===== src/rtl/decode_stage.sv =====
// Instruction-decode stage: register file, control decode, load-use hazard detection and ID/EX register.
// Optional stall-cycle counter enabled by defining DECODE_STALL_CNT_EN.
module decode_stage #(
    parameter int unsigned DATA_W = 16,
    parameter int unsigned REG_AW = 4
) (
    input  logic              clk,
    input  logic              reset_n,
    input  logic [31:0]       ifid_in,
    input  logic              wb_en,
    input  logic [REG_AW-1:0] wb_addr,
    input  logic [DATA_W-1:0] wb_data,
    input  logic              flush,
    output logic              stall,
    output logic              idex_valid,
    output logic [15:0]       idex_pc,
    output logic [3:0]        idex_op,
    output logic [3:0]        idex_funct,
    output logic [REG_AW-1:0] idex_rd,
    output logic [REG_AW-1:0] idex_rs,
    output logic [DATA_W-1:0] idex_a,
    output logic [DATA_W-1:0] idex_b,
    output logic [15:0]       idex_imm,
    output logic              idex_reg_write,
    output logic              idex_mem_read,
    output logic              idex_mem_write,
    output logic [15:0]       stall_count
);

    localparam int unsigned NREGS = 2 ** REG_AW;

    typedef enum logic [3:0] {
        OP_RTYPE = 4'h0,
        OP_BEQ   = 4'h4,
        OP_LOAD  = 4'h8,
        OP_STORE = 4'h9
    } opcode_e;

    logic [15:0]       pc_plus2;
    logic [15:0]       instr;
    logic [3:0]        op;
    logic [REG_AW-1:0] rd;
    logic [REG_AW-1:0] rs;
    logic [15:0]       imm4_sext;

    assign pc_plus2  = ifid_in[31:16];
    assign instr     = ifid_in[15:0];
    assign op        = instr[15:12];
    assign rd        = REG_AW'(instr[11:8]);
    assign rs        = REG_AW'(instr[7:4]);
    assign imm4_sext = {{12{instr[3]}}, instr[3:0]};

    logic        dec_legal;
    logic        reads_rd;
    logic        reads_rs;
    logic        dec_reg_write;
    logic        dec_mem_read;
    logic        dec_mem_write;
    logic [15:0] dec_imm;

    always_comb begin
        dec_legal     = 1'b0;
        reads_rd      = 1'b0;
        reads_rs      = 1'b0;
        dec_reg_write = 1'b0;
        dec_mem_read  = 1'b0;
        dec_mem_write = 1'b0;
        dec_imm       = '0;
        case (op)
            OP_RTYPE: begin
                dec_legal     = 1'b1;
                reads_rd      = 1'b1;
                reads_rs      = 1'b1;
                dec_reg_write = 1'b1;
            end
            OP_LOAD: begin
                dec_legal     = 1'b1;
                reads_rs      = 1'b1;
                dec_reg_write = 1'b1;
                dec_mem_read  = 1'b1;
                dec_imm       = imm4_sext;
            end
            OP_STORE: begin
                dec_legal     = 1'b1;
                reads_rd      = 1'b1;
                reads_rs      = 1'b1;
                dec_mem_write = 1'b1;
                dec_imm       = imm4_sext;
            end
            OP_BEQ: begin
                dec_legal     = 1'b1;
                reads_rd      = 1'b1;
                reads_rs      = 1'b1;
                dec_imm       = {imm4_sext[14:0], 1'b0};
            end
            default: begin
                dec_legal = 1'b0;
            end
        endcase
    end

    // Register file; R0 is never written and always reads zero.
    logic [DATA_W-1:0] regs [NREGS];

    always_ff @(posedge clk or negedge reset_n) begin
        if (!reset_n) begin
            for (int unsigned i = 0; i < NREGS; i++) begin
                regs[i] <= '0;
            end
        end else if (wb_en && (wb_addr != '0)) begin
            regs[wb_addr] <= wb_data;
        end
    end

    logic [DATA_W-1:0] rd_val;
    logic [DATA_W-1:0] rs_val;

    // Same-cycle writeback is forwarded so a write and a dependent decode can share a cycle.
    always_comb begin
        rd_val = '0;
        rs_val = '0;
        if (rd != '0) begin
            rd_val = (wb_en && (wb_addr == rd)) ? wb_data : regs[rd];
        end
        if (rs != '0) begin
            rs_val = (wb_en && (wb_addr == rs)) ? wb_data : regs[rs];
        end
    end

    logic rd_hit;
    logic rs_hit;

    always_comb begin
        rd_hit = reads_rd && (rd == idex_rd);
        rs_hit = reads_rs && (rs == idex_rs_cmp(idex_rd));
        stall  = idex_valid && idex_mem_read && (idex_rd != '0)
                 && (rd_hit || rs_hit) && !flush;
    end

    function automatic logic [REG_AW-1:0] idex_rs_cmp(input logic [REG_AW-1:0] dst);
        return dst;
    endfunction

    // flush and stall both insert a bubble; an illegal opcode decodes to the same bubble.
    always_ff @(posedge clk or negedge reset_n) begin
        if (!reset_n) begin
            idex_valid     <= 1'b0;
            idex_pc        <= '0;
            idex_op        <= '0;
            idex_funct     <= '0;
            idex_rd        <= '0;
            idex_rs        <= '0;
            idex_a         <= '0;
            idex_b         <= '0;
            idex_imm       <= '0;
            idex_reg_write <= 1'b0;
            idex_mem_read  <= 1'b0;
            idex_mem_write <= 1'b0;
        end else if (flush || stall || !dec_legal) begin
            idex_valid     <= 1'b0;
            idex_pc        <= '0;
            idex_op        <= '0;
            idex_funct     <= '0;
            idex_rd        <= '0;
            idex_rs        <= '0;
            idex_a         <= '0;
            idex_b         <= '0;
            idex_imm       <= '0;
            idex_reg_write <= 1'b0;
            idex_mem_read  <= 1'b0;
            idex_mem_write <= 1'b0;
        end else begin
            idex_valid     <= 1'b1;
            idex_pc        <= pc_plus2;
            idex_op        <= op;
            idex_funct     <= instr[3:0];
            idex_rd        <= rd;
            idex_rs        <= rs;
            idex_a         <= rd_val;
            idex_b         <= rs_val;
            idex_imm       <= dec_imm;
            idex_reg_write <= dec_reg_write;
            idex_mem_read  <= dec_mem_read;
            idex_mem_write <= dec_mem_write;
        end
    end

`ifdef DECODE_STALL_CNT_EN
    logic [15:0] stall_cnt_q;

    always_ff @(posedge clk or negedge reset_n) begin
        if (!reset_n) begin
            stall_cnt_q <= '0;
        end else if (stall && (stall_cnt_q != '1)) begin
            stall_cnt_q <= stall_cnt_q + 16'd1;
        end
    end

    assign stall_count = stall_cnt_q;
`else
    assign stall_count = 16'h0000;
`endif

endmodule


===== config.mk =====
export PLATFORM = sky130hd
export DESIGN_NAME = decode_stage
export DESIGN_NICKNAME = d
export VERILOG_FILES = /design/src/rtl/decode_stage.sv
export SDC_FILE = /design/constraint.sdc
export NUM_CORES = 1
export LEC_CHECK = 0
export CELL_PAD_IN_SITES_DETAIL_PLACEMENT = 0
export CELL_PAD_IN_SITES_GLOBAL_PLACEMENT = 1
export CORE_MARGIN = 5
export CORE_UTILIZATION = 40
export CTS_CLUSTER_DIAMETER = 80
export CTS_CLUSTER_SIZE = 16
export DETAILED_ROUTE_END_ITERATION = 10
export GPL_TIMING_DRIVEN = 0
export PLACE_DENSITY = 0.66
export SLEW_MARGIN = 10
export SYNTH_ARGS = -nofsm -noshare
export SYNTH_HDL_FRONTEND = slang
export SYNTH_SLANG_ARGS = --single-unit

===== constraint.sdc =====
create_clock -name clk -period 3.9 [get_ports clk]
set_input_delay 0.78 -clock clk [delete_from_list [all_inputs] [get_ports clk]]
set_output_delay 0.78 -clock clk [all_outputs]
set_load 0.03 [all_outputs]

# After elaboration in Yosys (flattened, before gate mapping)
# Cells that the tools add are included.
dict set report classes {
  order_cmp 4
  eq_ne 7
  mux 31
  bitwise_logic 3
  reduce_logical 24
}
# operator count
set ops {}
lappend ops {{256-bit bitwise mux} 1}
lappend ops {{16-bit 2-to-1 mux} 13}
lappend ops {{16-bit binary-select mux with 4-bit select} 2}
lappend ops {{16-bit demux with 4-bit select} 1}
lappend ops {{16-bit case mux with 2 select lines} 1}
lappend ops {{4-bit equality test} 4}
lappend ops {{4-bit 2-to-1 mux} 4}
lappend ops {{4-bit nonzero test} 4}
lappend ops {{5-bit >= comparator (second input constant)} 3}
lappend ops {{4-bit inverter with 5-bit output} 3}
lappend ops {{1-bit logical AND} 10}
lappend ops {{1-bit 2-to-1 mux} 9}
lappend ops {{4-bit equality test (second input constant)} 2}
lappend ops {{5-bit by 1-bit < comparator with 1-bit output (second input constant)} 1}
lappend ops {{4-bit by 3-bit equality test with 1-bit output (second input constant)} 1}
lappend ops {{4-bit logical NOT} 1}
lappend ops {{2-bit OR reduction} 2}
lappend ops {{4-bit OR reduction} 1}
lappend ops {{1-bit logical OR} 3}
lappend ops {{3-bit OR reduction} 1}
lappend ops {{1-bit logical NOT} 2}
dict set report word_totals {
  register_bits 340
  input_bits 56
  out_inout_bits 101
}

# Longest topological paths before layout
dict set report depth {
  depth_word 10
  ltp_mapped 8
  mapped_depth_nobuf 5
}

# Least setup slack after synthesis
# No wires, ideal clock.
dict set report synth_path {
  kind {input port to output port}
  start {input port ifid_in[8]}
  end {output port stall}
  arrival_ns 1.941
  path_slack_ns 1.179
  cell_stages 6
  path_buffers 1
  path_cell_list {buf_2 xor2_1 a211oi_1 o2bb2ai_1 nand2_1 nor2_1}
}
dict set report synth_via {
  elab_chain_cells 5
}
# item line
set synth_rtl {}
lappend synth_rtl {{start: declaration} 9} ;# input logic [31:0] ifid_in,
lappend synth_rtl {{4-bit equality test} 134} ;# rd_hit = reads_rd && (rd == idex_rd);
lappend synth_rtl {{1-bit logical AND} 134}
lappend synth_rtl {{1-bit logical OR} 137} ;# && (rd_hit || rs_hit) && !flush;
lappend synth_rtl {{1-bit logical AND (2 in series)} 137}
lappend synth_rtl {{end: declaration} 14} ;# output logic stall,
# Every way passes these cells.

# Worst setup path after layout
dict set report layout_path {
  start {input port ifid_in[12]}
  end {output port stall}
}
dict set report layout_via {
  elab_chain_cells 7
}
# item line
set layout_rtl {}
lappend layout_rtl {{4-bit by 3-bit equality test with 1-bit output, or another cell as far along} 69} ;# case (op)
lappend layout_rtl {{4-bit OR reduction (no source line) or 3-bit OR reduction (tied branches)} -}
lappend layout_rtl {{1-bit 2-to-1 mux} 69}
lappend layout_rtl {{1-bit logical AND, on equally long branches} {135, 134}}
lappend layout_rtl {{1-bit logical OR (*)} 137}
lappend layout_rtl {{1-bit logical AND (*) (2 in series)} 137}
# Mark *: on every way between the ends. The rest lies on a longest branch, timed or not.

==> flow_metrics.py <==
metrics = {
    "run_status": {
        "status": "completed",
    },
    "cells_and_area": {
        "regArea_um2": 8230,
        "fin_nets": 1348,
        "multi_input_area_um2": 7470,
        "area_growth_pct": 17.0,
        "diodes": 0,
        "final_util_pct": 47.1,
        "fillers": 3620,
        "drive_gt1_share_pct": 37.5,
    },
    "power": {
        "switching_share_pct": 27.8,
        "p_leak_nw": 8.03,
        "peakVddDrop_v": 0.000219,
        "power_switching_mw": 2.44,
        "clock_power_share_pct": 26.5,
        "power_density_nw_per_um2": 459,
        "combinationalPowerShare_pct": 23.1,
        "internal_power_mw": 6.34,
        "seqPwrFrac_pct": 50.4,
    },
    "setup_path": {
        "end_kind": "primary output",
        "path_max_fanout": 8,
        "crit_type": "in2out",
        "required_ps": 3120,
        "critPathArrivalTime_ps": 2620,
        "cp-start-kind": "input pin",
    },
    "clock_tree": {
        "clk_pin_slew_worst_paths_ps": 70,
        "clock-sinks": 329,
        "root_buffer": "clkbuf_16",
        "clockBufferDepth": 3,
        "htree_num_levels": 1,
        "cts-resized-gates": 0,
        "postCtsHoldBufs": 0,
        "postCtsSetupBuffers": 0,
        "cts_buffers": 24,
        "cts_tree": "built",
        "worstSkewPairLatency_ps": 550,
    },
    "logic_synthesis": {
        "synth-seq-cells": 329,
        "yosysTopAreaCellShare_pct": 50.3,
        "synth_xor_area_share_pct": 0.536,
        "synth_compound_area_share_pct": 3.65,
        "synthTopCellsByCount": "dfrtp_1 (329), mux2_2 (240), mux4_2 (128), a22oi_1 (67), clkbuf_1 (53)",
        "synthSimpleGateAreaFrac_pct": 5.02,
        "async_reset_ff_share_pct": 100,
        "synth_cell_type_count": 44,
        "netlist.top_cell.by_area": "dfrtp_1",
        "ys_warn_count": 0,
        "ys_seq_area_share_pct": 50.3,
        "yosysMostFrequentCell": "dfrtp_1",
        "synth.mux.area_fraction_pct": 36.1,
        "synth_edf_count": 0,
        "postSynthAreaPerCell_um2": 14.7,
        "syn-instance-count": 1115,
        "netlist_area_um2": 16400,
        "synth_adder_area_share_pct": 0,
        "synth_flop_cell": "dfrtp_1",
        "yosys-top-cells-area": "dfrtp_1 (50%), mux4_2 (18%), mux2_2 (17%)",
        "synth_top_family_by_area": "multiplexers",
    },
    "route": {
        "wl_per_cell_um": 26.9,
        "dr.pass1.iters": 7,
        "route.detailed.drc": 0,
        "antenna_left": 0,
        "dr_total_vias": 10300,
        "routed_via_density": 5.65,
        "drt_iter0_markers": 814,
        "finalWirelength_mm": 49.0,
    },
    "global_route": {
        "grt_pass1_vias": 10900,
        "busiest_layer": "met2",
        "antenna_found_initial": 0,
        "grt_use_total_pct": 22.0,
        "met3_usage_pct": 5.86,
        "grt-ovfl-total": 0,
        "grt_max_degree": 104,
        "grt_pass1_wl_mm": 73.0,
        "use_met1_pct": 30.4,
        "grt.met2_usage_pct": 34.7,
    },
    "place": {
        "gp_congestion": 0.794,
        "io_buffers": 132,
        "dp_hpwl_mm": 33.4,
        "pre_cts_ws_ps": 116,
    },
    "timing": {
        "period_share_pct": 87.1,
        "hold_viol_final": 0,
        "fmax_ghz": 0.295,
        "period_needed_ps": 3400,
        "fin_ws_ps": 505,
        "setup_viol": 0,
        "setup_tns_ps": 0,
        "tightestPinTransition_ps": 1160,
        "drv_slew": 0,
        "rsz0062_at_grt": "false",
        "finalClockSkew_ps": 15.4,
        "relSlewSlack_pct": 22.8,
    },
    "floorplan": {
        "die_x_um": 212,
        "die_area_um2": 45000,
        "core_um2": 40600,
        "rows": 74,
        "die_h_um": 212,
        "ios": 157,
        "start_util_pct": 40.2,
    },
    "job": {
        "maxCapViolations": 0,
    },
    "worst_hold_path": {
        "hp-class": "in2async",
    },
}
## area by class of cell
cell class              count  share of cell area, %
well taps                 532                   3.48
flip-flops and latches    329                   43.0
repair buffers            135                   7.37
multi-input cells         663                   39.1
inverters                   2                 0.0392
clock buffers              26                   3.34
clock inverters             1                 0.0392
plain buffers             137                   3.65
## stage by stage
stage          instances  instance area, µm²  power, mW  hold slack, ps
2_1_floorplan       1131               16400       5.82             441
3_3_place_gp        1795               18400       6.42             457
3_5_place_dp        1798               18500       6.50             468
4_1_cts             1825               19100       8.86             125
5_1_grt             1825               19100       9.22             145
6_report            1825               19100       8.78             125
## registers in the layout, summed over array words and instances (netlist names)
register,cells
regs,256
idex_a,16
idex_b,16
idex_pc,16
idex_imm,5
idex_funct,4
idex_op,4
idex_rd,4
idex_rs,4
idex_mem_read,1
idex_mem_write,1
idex_reg_write,1
idex_valid,1
## power by group through the flow
| stage | clock network [mW] | logic (mW) | registers [mW] |
|---|---|---|---|
| 5_1_grt | 2.53 | 2.19 | 4.51 |
| 6_report | 2.33 | 2.03 | 4.43 |
| 2_1_floorplan | 0 | 1.43 | 4.39 |
| 4_1_cts | 2.42 | 2.03 | 4.41 |
| 3_5_place_dp | 0 | 2.03 | 4.48 |
| 3_3_place_gp | 0 | 1.98 | 4.44 |
## kinds of logic after synthesis
kind of cell	after synthesis
other	1
buffers and inverters	139
xor gates and xnor gates	10
DFF	329
AOI/OAI and AO/OA	79
muxes	400
and+or+nand+nor	157
## routing by layer
metal / vias to the layer above / routed length, µm
li1: 4440 / -
met5: - / 0
met3: 81 / 4190
met2: 397 / 22700
met4: 0 / 1360
met1: 5397 / 20800
## layout by cell type, fill, tap and decap left out, drive strengths merged, types with 32 or more instances in the layout
cell           synthesis  layout
dfrtp                329     329
mux2                 240     240
clkdlybuf4s50          0     130
mux4                 128     128
buf                   83      87
clkbuf                54      80
a22oi                 67      67
nor2                  45      45
nand2                 35      35
and2                  34      34
mux2i                 32      32
## worst max-delay path, stage by stage
cell	delay (ps)
clkdlybuf4s50_1	550
or2_2	350
a211oi_1	260
o2bb2ai_1	190
nand2_1	100
nor2_1	90
dlymetal6s2s_1	300
## worst paths after layout
check | from | end | slack [ps] | cells after the start
max in group asynchronous | reset_n | regs[15]$_DFFE_PN0P_ | 2060 | 4
hold / removal | reset_n | idex_pc[1]$_DFF_PN0_ | 130 | 1
setup reg to reg | idex_rd[0]$_DFF_PN0_ | idex_b[11]$_DFF_PN0_ | 1710 | 6
min in group clk | regs[250]$_DFFE_PN0P_ | regs[250]$_DFFE_PN0P_ | 490 | 1
hold reg to reg | regs[250]$_DFFE_PN0P_ | regs[250]$_DFFE_PN0P_ | 490 | 1
setup / recovery | ifid_in[12] | stall | 500 | 7
Note: power is estimated with default switching activity, not from simulation.
